**config.mk**
```make
export PLATFORM = sky130hd
export DESIGN_NAME = mem_cmd_responder
export DESIGN_NICKNAME = d
export VERILOG_FILES = /design/src/rtl/mem_cmd_responder.sv
export SDC_FILE = /design/constraint.sdc
export NUM_CORES = 1
export LEC_CHECK = 0
export ABC_AREA = 0
export CELL_PAD_IN_SITES_DETAIL_PLACEMENT = 0
export CELL_PAD_IN_SITES_GLOBAL_PLACEMENT = 2
export CORE_AREA = 2 2 115 117
export CTS_BUF_LIST = sky130_fd_sc_hd__clkbuf_8
export CTS_CLUSTER_DIAMETER = 120
export DETAILED_ROUTE_END_ITERATION = 10
export DIE_AREA = 0 0 117 119
export DONT_BUFFER_PORTS = 1
export PLACE_DENSITY_LB_ADDON = 0.1
export SLEW_MARGIN = 5
export SYNTH_ARGS = -nofsm -noshare
export SYNTH_HDL_FRONTEND = slang
export SYNTH_SLANG_ARGS = --single-unit
```
**constraint.sdc**
```tcl
create_clock -name clk -period 1.7 [get_ports clk]
set_input_delay 0.17 -clock clk [delete_from_list [all_inputs] [get_ports clk]]
set_output_delay 0.17 -clock clk [all_outputs]
set_load 0.02 [all_outputs]
```
**src/rtl/mem_cmd_responder.sv**
```systemverilog
// Command responder: turns ioDone edge requests into clear/read/write accesses on a back-end port.
// Optional access timeout with sticky errFlag is enabled by defining MEM_CMD_TIMEOUT_EN.
module mem_cmd_responder #(
  parameter int CLEAR_WORDS    = 1024,
  parameter int TIMEOUT_CYCLES = 255
) (
  input  logic        clk,
  input  logic        rstN,
  input  logic [1:0]  modeIn,
  input  logic [24:0] memoryAddress,
  input  logic [15:0] ioDataIn,
  input  logic        ioDone,
  output logic        memDone,
  output logic [15:0] readData,
  output logic        readValid,
  output logic        errFlag,
  output logic [24:0] memAddr,
  output logic [15:0] memWdata,
  output logic        memWe,
  output logic        memRe,
  input  logic [15:0] memRdata,
  input  logic        memAck
);

  if (CLEAR_WORDS < 1 || CLEAR_WORDS > 33554431) begin : g_bad_clear_words
    $error("CLEAR_WORDS out of range");
  end
  if (TIMEOUT_CYCLES < 1 || TIMEOUT_CYCLES > 65535) begin : g_bad_timeout
    $error("TIMEOUT_CYCLES out of range");
  end

  typedef enum logic [1:0] {IDLE, WRITE, READ, CLEAR} state_e;

  localparam logic [24:0] LAST_WORD = 25'(CLEAR_WORDS - 1);

  state_e      state_q, state_d;
  logic        io_done_prev_q;
  logic [24:0] addr_q, addr_d;
  logic [15:0] data_q, data_d;
  logic [24:0] clr_cnt_q, clr_cnt_d;
  logic [15:0] rdata_q, rdata_d;
  logic        rvalid_q, rvalid_d;
  logic        req;
  logic        tmo_hit;
  logic        tmo_clr;

  assign req = ioDone & ~io_done_prev_q;

`ifdef MEM_CMD_TIMEOUT_EN
  logic [15:0] tmo_q;
  logic        err_q;

  assign tmo_hit = (tmo_q == 16'(TIMEOUT_CYCLES - 1));
  assign errFlag = err_q;

  always_ff @(posedge clk) begin
    if (!rstN) begin
      tmo_q <= '0;
      err_q <= 1'b0;
    end else begin
      if (tmo_clr) begin
        tmo_q <= '0;
      end else if (state_q != IDLE) begin
        tmo_q <= tmo_q + 16'd1;
      end
      if (state_q != IDLE && !memAck && tmo_hit) begin
        err_q <= 1'b1;
      end
    end
  end
`else
  assign tmo_hit = 1'b0;
  assign errFlag = 1'b0;
`endif

  // NOTE: reset is synchronous here, so it lives inside the clocked branch, not the sensitivity list.
  always_ff @(posedge clk) begin
    if (!rstN) begin
      state_q        <= IDLE;
      io_done_prev_q <= 1'b1;
      addr_q         <= '0;
      data_q         <= '0;
      clr_cnt_q      <= '0;
      rdata_q        <= '0;
      rvalid_q       <= 1'b0;
    end else begin
      // NOTE: non-blocking assignments keep every register updating from pre-edge values.
      state_q        <= state_d;
      io_done_prev_q <= ioDone;
      addr_q         <= addr_d;
      data_q         <= data_d;
      clr_cnt_q      <= clr_cnt_d;
      rdata_q        <= rdata_d;
      rvalid_q       <= rvalid_d;
    end
  end

  always_comb begin
    // NOTE: every signal gets a default first so no path leaves one unassigned (no latches).
    state_d   = state_q;
    addr_d    = addr_q;
    data_d    = data_q;
    clr_cnt_d = clr_cnt_q;
    rdata_d   = rdata_q;
    rvalid_d  = 1'b0;
    tmo_clr   = 1'b0;

    unique case (state_q)
      IDLE: begin
        tmo_clr = 1'b1;
        if (req) begin
          addr_d    = memoryAddress;
          data_d    = ioDataIn;
          clr_cnt_d = '0;
          unique case (modeIn)
            2'b00:   state_d = CLEAR;
            2'b01:   state_d = READ;
            2'b10:   state_d = WRITE;
            default: state_d = IDLE;
          endcase
        end
      end
      WRITE: begin
        if (memAck || tmo_hit) state_d = IDLE;
      end
      READ: begin
        if (memAck) begin
          rdata_d  = memRdata;
          rvalid_d = 1'b1;
          state_d  = IDLE;
        end else if (tmo_hit) begin
          state_d = IDLE;
        end
      end
      CLEAR: begin
        if (memAck) begin
          // Each acknowledged word starts a fresh strobe for the timeout counter.
          tmo_clr = 1'b1;
          if (clr_cnt_q == LAST_WORD) begin
            state_d = IDLE;
          end else begin
            clr_cnt_d = clr_cnt_q + 25'd1;
          end
        end else if (tmo_hit) begin
          state_d = IDLE;
        end
      end
      default: state_d = IDLE;
    endcase
  end

  always_comb begin
    memDone  = (state_q == IDLE);
    memWe    = (state_q == WRITE) || (state_q == CLEAR);
    memRe    = (state_q == READ);
    memAddr  = (state_q == CLEAR) ? clr_cnt_q : addr_q;
    memWdata = (state_q == WRITE) ? data_q : 16'h0000;
  end

  assign readData  = rdata_q;
  assign readValid = rvalid_q;

endmodule

```
==> run_results.csv <==
group,metric,value,unit
status,status,"finished with violations",
status,violations,"negative setup slack",
place,portBuffers,0,
synth,synth_flop_cell,"dfxtp_1",
floorplan,die_w,117,microns
floorplan,num_rows,42,
floorplan,die_h,119,microns
global_routing,grt_pass1_wl,22200,microns
synth,synth_common_cells,"nand2_1 (141), dfxtp_1 (86), a21boi_0 (56), mux2_2 (25), clkbuf_1 (22)",
timing,drv_slew,0,
synth,synth_xor_area_share,0,%
setup_path,r2r_cells,7,
drt,wl_per_cell,16.3,microns
power_and_ir_drop,pwr_density_cell,730,nW/um^2
synth,yosysWarnings,0,
finish,area_growth,58.1,%
drt,vias,4191,
finish,fin_nets,726,
setup_path,cp-end-kind,"flip-flop",
global_routing,grt_max_degree,70,
place,hpwl,8760,microns
finish,stdcell_count,838,
finish,n_antenna_cell,0,
min_path,min-delay-start,"memoryAddress[24]",
drt,first_pass_iters,4,
synth,synthDistinctLibCells,59,
setup_path,critPathArrivalTime,2.14,ns
place,gp_congestion,0.847,
synth,synth_top_family_by_area,"simple AND/OR/NAND/NOR gates",
timing,timing.final.crit_share,108,%
timing,fin_ws,-0.138,ns
drt,drc,0,
clock_tree,clock_sinks,86,
setup_path,worstSetupStartpointType,"flip-flop",
clock_tree,clock-root-buffer,"clkbuf_8",
synth,synth_area_leaders,"dfxtp_1 (41%), nand2_1 (13%), a21boi_0 (10%)",
finish,fin_util,51.8,%
setup_path,r2r_start,"clr_cnt_q[0]",
synth,synth_compound_area_share,20.7,%
timing,finalSetupViolCount,39,
global_routing,track_usage,20.3,%
clock_tree,cts_buffers,9,
drt,drt_iter0_markers,171,
place,dp_cells,729,
global_routing,antenna_found_initial,0,
min_path,hold_path.class,"input port to flip-flop",
synth,synthArstFlopShare,0,%
synth,synth_area,4220,sq um
setup_path,critPathLaunch,"clr_cnt_q[0]",
synth,netlist_instances,504,
synth,synth.most_common_cell,"nand2_1",
setup_path,regToRegSetupSlack,-0.14,ns
finish,fillCellCount,1216,
setup_path,crit_type,"flip-flop to flip-flop",
synth,yosys.area_share.simple,25.1,%
floorplan,die-area,13900,sq um
synth,synth_top_area_cell,"dfxtp_1",
setup_path,r2r_end,"clr_cnt_q[19]",
finish,drive_gt1_share,35.0,%
clock_tree,clk_pin_slew_worst_paths,0.08,ns
floorplan,fp.coreArea,12900,sq um
clock_tree,clk_latency,0.38,ns
power_and_ir_drop,p_leak,2.47,nW
setup_path,critical_path_required,2.00,ns
drt,wirelength,13700,microns
min_path,hold_depth,2,
clock_tree,cts_max_level,3,
drt,ant_nets,0,
synth,synth_fp_nets,572,
power_and_ir_drop,ir_drop,461,uV
timing,timing.final.crit_period,1.84,ns
clock_tree,cts_tree,"built",
timing,finClkSkew,0.0114,ns
synth,ys_ff_latch,86,
global_routing,grt-ovfl-total,0,
place,place_ws,-0.252,ns
timing,hold_viol,0,
min_path,whs_endpoint,"addr_q[24]",
clock_tree,cts.path.max_buffers,2,
global_routing,grt_pass1_vias,4271,
timing,rsz0062_at_grt,"yes",
synth,syn_avg_cell_area,8.38,sq um
floorplan,initial_core_util,32.8,%
job,max-cap-violations,0,
synth,synth_edf_count,0,
synth,ys_seq_area_share,40.8,%
floorplan,io_pins,125,
timing,fmax,0.544,GHz
synth,synth.top_cell.area_share,40.8,%
synth,muxShareOfSynthArea,7.38,%
drt,drt-vias-per-instance,5.00,
setup_path,cp_max_fo,7,
synth,synth_fa_ha_area_share,1.48,%
[cell usage in the layout, fill, tap and decap left out, types with 3 or more instances in the layout]
cell type	n
clkbuf_8	10
o32ai_2	3
mux2i_1	3
and3_1	3
a31oi_1	5
o211ai_1	4
buf_4	77
dfxtp_1	74
or3_1	5
a21boi_1	8
ha_4	4
nand2_2	7
and2_2	9
a21boi_0	54
buf_16	4
nand2_1	136
a21oi_2	5
nand3_1	11
dfxtp_4	5
inv_1	7
buf_12	6
nor4_4	3
mux2_4	25
o21ai_0	5
dlygate4sd3_1	71
o21ai_1	5
nor2_1	4
buf_6	17
clkinv_2	3
dfxtp_2	7
and2_4	8
nand4_1	4
a21oi_1	7
[report_power, final]
part	switching [W]	internal (W)	leakage [nW]
logic	0.000657	0.000613	1.67
clock network	0.000724	0.000700	0.0993
registers	0.0000831	0.00210	0.703
[timing repair]
action,CTS,global route
hold endpoints to repair,78,0
cloned,3,0
setup buffers,16,4
pin swaps,16,12
endpoints found under the setup margin,68,120
hold buffers,72,0
resized for setup,76,72
[worst max-delay path by stage]
stage	slack, ns	end
2_1_floorplan	-0.11	clr_cnt_q[9]
3_3_place_gp	-0.26	clr_cnt_q[19]
3_5_place_dp	-0.25	clr_cnt_q[3]
4_1_cts	-0.16	clr_cnt_q[18]
5_1_grt	-0.24	clr_cnt_q[9]
6_report	-0.14	clr_cnt_q[19]
[registers in the layout, summed over array words and instances (netlist names)]
| name | flops |
|---|---|
| clr_cnt_q | 25 |
| data_q | 16 |
| state_q | 2 |
| addr_q | 25 |
| readValid | 1 |
| readData | 16 |
| io_done_prev_q | 1 |
[stage by stage]
stage / instance area, sq um / hold WS, ns / power (W) / setup TNS, ns
finish: 6670 / 0.0332 / 0.00487 / -3.04
global route: 6670 / 0.0130 / 0.00514 / -5.90
CTS: 6420 / 0.0161 / 0.00485 / -3.00
detailed placement: 5000 / 0.271 / 0.00312 / -4.41
global placement: 5000 / 0.270 / 0.00310 / -4.28
floorplan: 4290 / 0.271 / 0.00284 / -1.48
[layer usage]
metal / routed length [microns] / global-route usage (%) / vias up
li1: - / - / 2066
met1: 6180 / 27.0 / 2004
met2: 6490 / 31.8 / 99
met3: 676 / 4.02 / 22
met4: 319 / 8.75 / 0
met5: 0 / 0 / -
[worst max-delay path, stage by stage, from the launching register on]
cell and delay [ns]:
dfxtp_4 0.36, ha_4 0.15, and4_4 0.15, nand4b_1 0.10, buf_6 0.15, o2111ai_4 0.22
or4_1 0.46, o21ai_1 0.17
[cell type report]
class / count / area (sq um) / share of cell area (%)
Multi-Input combinational cell: 375 / 2740 / 41.0
Sequential cell: 86 / 1750 / 26.2
Timing Repair Buffer: 177 / 1740 / 26.1
Tap cell: 176 / 220 / 3.30
Clock buffer: 10 / 138 / 2.06
Clock inverter: 5 / 51.3 / 0.769
Inverter: 9 / 35.0 / 0.525
[cells by family (layout without fill, tap and decap cells)]
kind of cell	Yosys count	count (layout)
AND/OR/NAND/NOR	222	222
AO/OA/AOI/OAI	119	119
flip-flops	86	86
buffers and inverters	43	201
multiplexers	28	28
adder cells (fa/ha/maj)	5	5
other	1	1
No activity file was read; power rests on OpenSTA's default activity.
